`src/rtl/inst_fetch_pkg.sv`:
```
// rtl/inst_fetch_pkg.sv - shared encodings for the instruction fetch stage
package inst_fetch_pkg;

  // Stall-controller commands driven into the fetch stage
  localparam logic [1:0] STL_CONTINUE = 2'b00;
  localparam logic [1:0] STL_STALL    = 2'b01;
  localparam logic [1:0] STL_BUBBLE   = 2'b10;

  // Requests returned to the stall controller
  localparam logic [1:0] REQ_NONE  = 2'b00;
  localparam logic [1:0] REQ_STALL = 2'b01;
  localparam logic [1:0] REQ_FLUSH = 2'b10;

  // addi x0, x0, 0
  localparam logic [31:0] INST_NOP = 32'h00000013;

  typedef enum logic [1:0] {
    IDLE  = 2'b00,
    FETCH = 2'b01,
    DONE  = 2'b10
  } if_state_t;

endpackage

```
`src/rtl/inst_fetch.sv`:
```
// rtl/inst_fetch.sv - byte-serial instruction fetch with redirect and global freeze
module inst_fetch
  import inst_fetch_pkg::*;
(
  input  logic        clk,
  input  logic        rst,
  input  logic        rdy,
  input  logic [1:0]  stl_IF_i,
  input  logic        br_flag_i,
  input  logic [31:0] br_addr_i,
  input  logic        mem_grant_i,
  input  logic [7:0]  mem_din_i,
  output logic        mem_req_o,
  output logic [31:0] mem_a_o,
  output logic [31:0] pc_o,
  output logic [31:0] inst_o,
  output logic        inst_vld_o,
  output logic [1:0]  rq_IF_o
);

  if_state_t   state, state_nxt;
  logic [31:0] pc;        // base address of the fetch in progress
  logic [31:0] pc_q;      // base of the instruction held in inst_q
  logic [31:0] inst_q;
  logic [23:0] asm_q;     // bytes 0..2; byte 3 lands directly in inst_q
  logic [2:0]  issued;    // byte requests granted for this fetch
  logic [2:0]  received;  // bytes captured for this fetch
  logic        pend;      // a granted byte returns on mem_din_i this cycle
  logic        issue_ok;
  logic        byte_in;
  logic        last_byte;
  logic        unused_br_lsb;

  // Targets are word aligned, so the low redirect bits are dropped
  assign unused_br_lsb = ^br_addr_i[1:0];

  // Qualify issue and capture: a redirect or freeze blocks both
  always_comb begin
    issue_ok  = (state == FETCH) && rdy && !br_flag_i && (issued < 3'd4);
    byte_in   = pend && rdy && !br_flag_i && (state == FETCH);
    last_byte = byte_in && (received == 3'd3);
  end

  // State register
  always_ff @(posedge clk) begin
    if (rst) state <= IDLE;
    else     state <= state_nxt;
  end

  // Next state and outputs; redirect outranks every other event
  always_comb begin
    state_nxt  = state;
    mem_req_o  = 1'b0;
    mem_a_o    = 32'd0;
    inst_vld_o = 1'b0;
    rq_IF_o    = REQ_NONE;
    inst_o     = (stl_IF_i == STL_BUBBLE) ? INST_NOP : inst_q;
    pc_o       = pc_q;
    if (rdy) begin
      if (br_flag_i) begin
        state_nxt = IDLE;
      end else begin
        case (state)
          IDLE:    if (stl_IF_i != STL_STALL) state_nxt = FETCH;
          FETCH:   if (last_byte) state_nxt = DONE;
          DONE: begin
            if (stl_IF_i == STL_CONTINUE) begin
              inst_vld_o = 1'b1;
              state_nxt  = IDLE;
            end
          end
          default: state_nxt = IDLE;
        endcase
      end
    end
    case (state)
      IDLE:    if (stl_IF_i != STL_STALL) rq_IF_o = REQ_STALL;
      FETCH:   rq_IF_o = REQ_STALL;
      default: rq_IF_o = REQ_NONE;
    endcase
    if (issue_ok) begin
      mem_req_o = 1'b1;
      mem_a_o   = pc + {29'd0, issued};
    end
  end

  // Datapath: counters, byte assembly, PC update
  always_ff @(posedge clk) begin
    if (rst) begin
      pc       <= 32'd0;
      pc_q     <= 32'd0;
      inst_q   <= INST_NOP;
      asm_q    <= 24'd0;
      issued   <= 3'd0;
      received <= 3'd0;
      pend     <= 1'b0;
    end else if (!rdy) begin
      // Frozen: a byte arriving now is lost, so its request must be reissued
      pend <= 1'b0;
      if (pend) issued <= received;
    end else if (br_flag_i) begin
      pc       <= {br_addr_i[31:2], 2'b00};
      issued   <= 3'd0;
      received <= 3'd0;
      pend     <= 1'b0;
    end else begin
      pend <= issue_ok && mem_grant_i;
      if (issue_ok && mem_grant_i) issued <= issued + 3'd1;
      if (byte_in) begin
        received <= received + 3'd1;
        case (received[1:0])
          2'd0:    asm_q[7:0]   <= mem_din_i;
          2'd1:    asm_q[15:8]  <= mem_din_i;
          2'd2:    asm_q[23:16] <= mem_din_i;
          default: begin
            inst_q <= {mem_din_i, asm_q};
            pc_q   <= pc;
          end
        endcase
      end
      if (inst_vld_o) begin
        pc       <= pc + 32'd4;
        issued   <= 3'd0;
        received <= 3'd0;
      end
    end
  end

endmodule

```
`config.mk`:
```
export PLATFORM = sky130hd
export DESIGN_NAME = inst_fetch
export DESIGN_NICKNAME = d
export VERILOG_FILES = /design/src/rtl/inst_fetch_pkg.sv /design/src/rtl/inst_fetch.sv
export SDC_FILE = /design/constraint.sdc
export NUM_CORES = 1
export LEC_CHECK = 0
export CAP_MARGIN = 10
export CORE_UTILIZATION = 48
export DETAILED_ROUTE_END_ITERATION = 12
export PLACE_DENSITY_LB_ADDON = 0.08
export SETUP_SLACK_MARGIN = 0.02
export SLEW_MARGIN = 20
export SYNTH_ARGS = -nofsm -noshare
export SYNTH_HDL_FRONTEND = slang
export SYNTH_SLANG_ARGS = --single-unit
```
`constraint.sdc`:
```
create_clock -name clk -period 4.6 [get_ports clk]
set_clock_uncertainty 0.05 [all_clocks]
set_input_delay 0.92 -clock clk [delete_from_list [all_inputs] [get_ports clk]]
set_output_delay 0.92 -clock clk [all_outputs]
set_load 0.1 [all_outputs]
```
==> results.json <==
{
  "status": "completed",
  "drc": 0,
  "cts_hold_buffers": 0,
  "peakVddDrop_v": 0.000212,
  "yosysWarnings": 0,
  "fin_crit_ps": 4160,
  "grt_usage_pct": 27.7,
  "synthTopCellsByCount": "nand2_1 (187), dfxtp_1 (125), a21oi_1 (112)",
  "grt_overflow": 0,
  "end_kind": "output port",
  "cp-start-kind": "primary input",
  "post_cts_buffers": 0,
  "insertion_delay_ps": 420,
  "hold_ws_ps": 398,
  "layout-drive-gt1-share_pct": 13.7,
  "hold_class": "flop to flop",
  "die_w_um": 119,
  "synthDistinctLibCells": 60,
  "tritoncts": "done",
  "crit_required_ps": 3630,
  "timing.fmax_ghz": 0.240,
  "place_inst": 1138,
  "vias": 6619,
  "tns_ps": 0,
  "dp_hpwl_um": 13000,
  "clk_pin_slew_ps": 50,
  "cts_htree_levels": 4,
  "io_buffer_count": 141,
  "synth_largest_area_cell": "dfxtp_1",
  "grt_pass1_wl_um": 31100,
  "cts_buffers": 17,
  "initial_utilization_pct": 49.3,
  "grt_pass1_vias": 5860,
  "cts_num_sinks": 125,
  "synth-edff-count": 0,
  "syn_inst": 885,
  "r2r-start": "pc[3]$_SDFFE_PP0P_",
  "synth-main-ff-cell": "dfxtp_1",
  "nFillCells": 1192,
  "die_h_um": 119,
  "fin_nets": 1036,
  "antenna_cells": 0,
  "core_area_mm2": 0.0132,
  "yosysMostFrequentCell": "nand2_1",
  "grt_max_degree": 69,
  "ys_ff_latch": 125,
  "rrSetupSlack_ps": 1930,
  "drtAntennaViolNets": 0,
  "cts_resized": 0,
  "crit_fanout": 30,
  "io_pins": 147,
  "dieArea_mm2": 0.0141,
  "clk_path_buf_depth": 2,
  "yosysSeqAreaShare_pct": 38.4,
  "power_density_mw_per_mm2": 306,
  "synthArstFlopShare_pct": 0,
  "area_growth_syn_to_layout_pct": 34.5,
  "report.final.slew_viol_count": 0,
  "drtPass1Iterations": 7,
  "antenna_found_initial": 0,
  "hold_viol": 0,
  "synth.avg_cell_area_um2": 7.37,
  "path_class": "primary input to output port",
  "reg2reg_depth": 5,
  "viasPerCell": 5.66,
  "reg2reg_to": "pc[28]$_SDFFE_PP0P_",
  "p_leak_nw": 3.02,
  "synthTopCellsByArea": "dfxtp_1 (38%), nand2_1 (11%), a21oi_1 (8.6%)",
  "cp-endpoint": "mem_a_o[0]",
  "relSlewSlack_pct": 30.7,
  "drt_iter0_markers": 548,
  "rsz0062_at_grt": "false",
  "startpoint": "rdy",
  "worstMarginPinSlew_ps": 1040,
  "synthesis.area_mm2": 0.00652,
  "final_cells": 1170,
  "fin_crit_sh_pct": 90.5,
  "wire_per_inst_um": 16.5,
  "num_rows": 42,
  "arrival_ps": 3190,
  "root_buffer": "clkbuf_16",
  "setup_viol": 0,
  "synth_top_area_share_pct": 38.4,
  "cap_violations": 0,
  "finalWirelength_um": 19300,
  "place_congestion": 0.892
}
flip-flops by register name, indices dropped and copies added, names as in the netlist:
register  flops
inst_q       32
pc           30
pc_o         30
asm_q        24
issued        3
received      3
state         2
pend          1
cell usage in the layout (no fill, tap or decap), types with 4 or more instances in the layout:
| cell type | count |
|---|---|
| nand2_1 | 186 |
| dfxtp_1 | 125 |
| a21oi_1 | 112 |
| clkdlybuf4s50_1 | 72 |
| nor2_1 | 67 |
| buf_4 | 51 |
| nand3_1 | 47 |
| buf_12 | 34 |
| and2_1 | 32 |
| o21ai_0 | 23 |
| inv_1 | 18 |
| clkbuf_16 | 17 |
| nand4_1 | 16 |
| nor3_1 | 15 |
| xor2_1 | 15 |
| xnor2_1 | 12 |
| nor4_1 | 11 |
| a31oi_1 | 9 |
| nand2b_1 | 9 |
| and3_1 | 8 |
| ha_1 | 8 |
| a211oi_1 | 7 |
| or3_1 | 5 |
| nand3b_1 | 5 |
| nor2b_1 | 4 |
| o22ai_1 | 4 |
| mux2i_1 | 4 |
| a311oi_1 | 4 |
| a32o_1 | 4 |
| clkinv_2 | 4 |
| clkbuf_8 | 4 |
per-layer routing:
metal | part of all wire [%] | global-route usage, % | up-vias
met3 | 7.6 | 6.23 | 30
met2 | 44 | 41.1 | 274
li1 | - | - | 3235
met1 | 46 | 39.3 | 3080
met4 | 1.7 | 9.02 | 0
met5 | 0 | 0 | -
area by class of cell:
| cell class | instances | area, um2 | share of cell area [%] |
|---|---|---|---|
| clock buffer | 22 | 484 | 5.52 |
| clock inverter | 10 | 111 | 1.27 |
| inverter | 18 | 67.6 | 0.770 |
| multi-input combinational | 661 | 3600 | 41.0 |
| sequential | 125 | 2500 | 28.5 |
| tap | 176 | 220 | 2.51 |
| timing repair buffer | 158 | 1790 | 20.4 |
how the worst min path moves through the flow:
| stage | start | end | cells past startpoint |
|---|---|---|---|
| floorplan | inst_q[10]$_SDFFE_PP0P_ | inst_q[10]$_SDFFE_PP0P_ | 2 |
| global placement | asm_q[5]$_SDFFE_PP0P_ | inst_q[5]$_SDFFE_PP0P_ | 2 |
| detailed placement | inst_q[2]$_SDFFE_PP0P_ | inst_q[2]$_SDFFE_PP0P_ | 2 |
| CTS | inst_q[2]$_SDFFE_PP0P_ | inst_q[2]$_SDFFE_PP0P_ | 2 |
| global route | inst_q[2]$_SDFFE_PP0P_ | inst_q[2]$_SDFFE_PP0P_ | 2 |
| finish | inst_q[2]$_SDFFE_PP0P_ | inst_q[2]$_SDFFE_PP0P_ | 2 |
cell families after synthesis:
kind of cell / after synthesis / synth area share, %
AND/OR/NAND/NOR: 426 / 31.6
AO/OA/AOI/OAI: 193 / 17.4
flip-flops: 125 / 38.4
buffers and inverters: 101 / 6.79
XOR/XNOR: 27 / 3.63
adder cells (fa/ha/maj): 8 / 1.53
multiplexers: 4 / 0.614
other: 1 / 0.0575
power by group:
part           internal (mW)  switching [mW]
Clock                  0.852           0.501
Combinational         0.0811           0.124
Sequential              1.10          0.0322
through the flow:
step                      total power [mW]  worst slack (ps)  area [um2]  utilization (%)
after global routing                  2.76               254        8770             66.3
after global placement                1.35               429        8180             61.8
after detailed placement              1.35               411        8180             61.8
after floorplan                       1.27               198        6540                -
final                                 2.69               437        8770             66.3
after CTS                             2.69               398        8770             66.3
critical path, stage by stage:
cell and delay [ps]:
clkdlybuf4s50_1 420, nand2b_1 290, or3_1 850, inv_1 270, and2_1 270, buf_12 170
No activity file was read; power rests on OpenSTA's default activity.
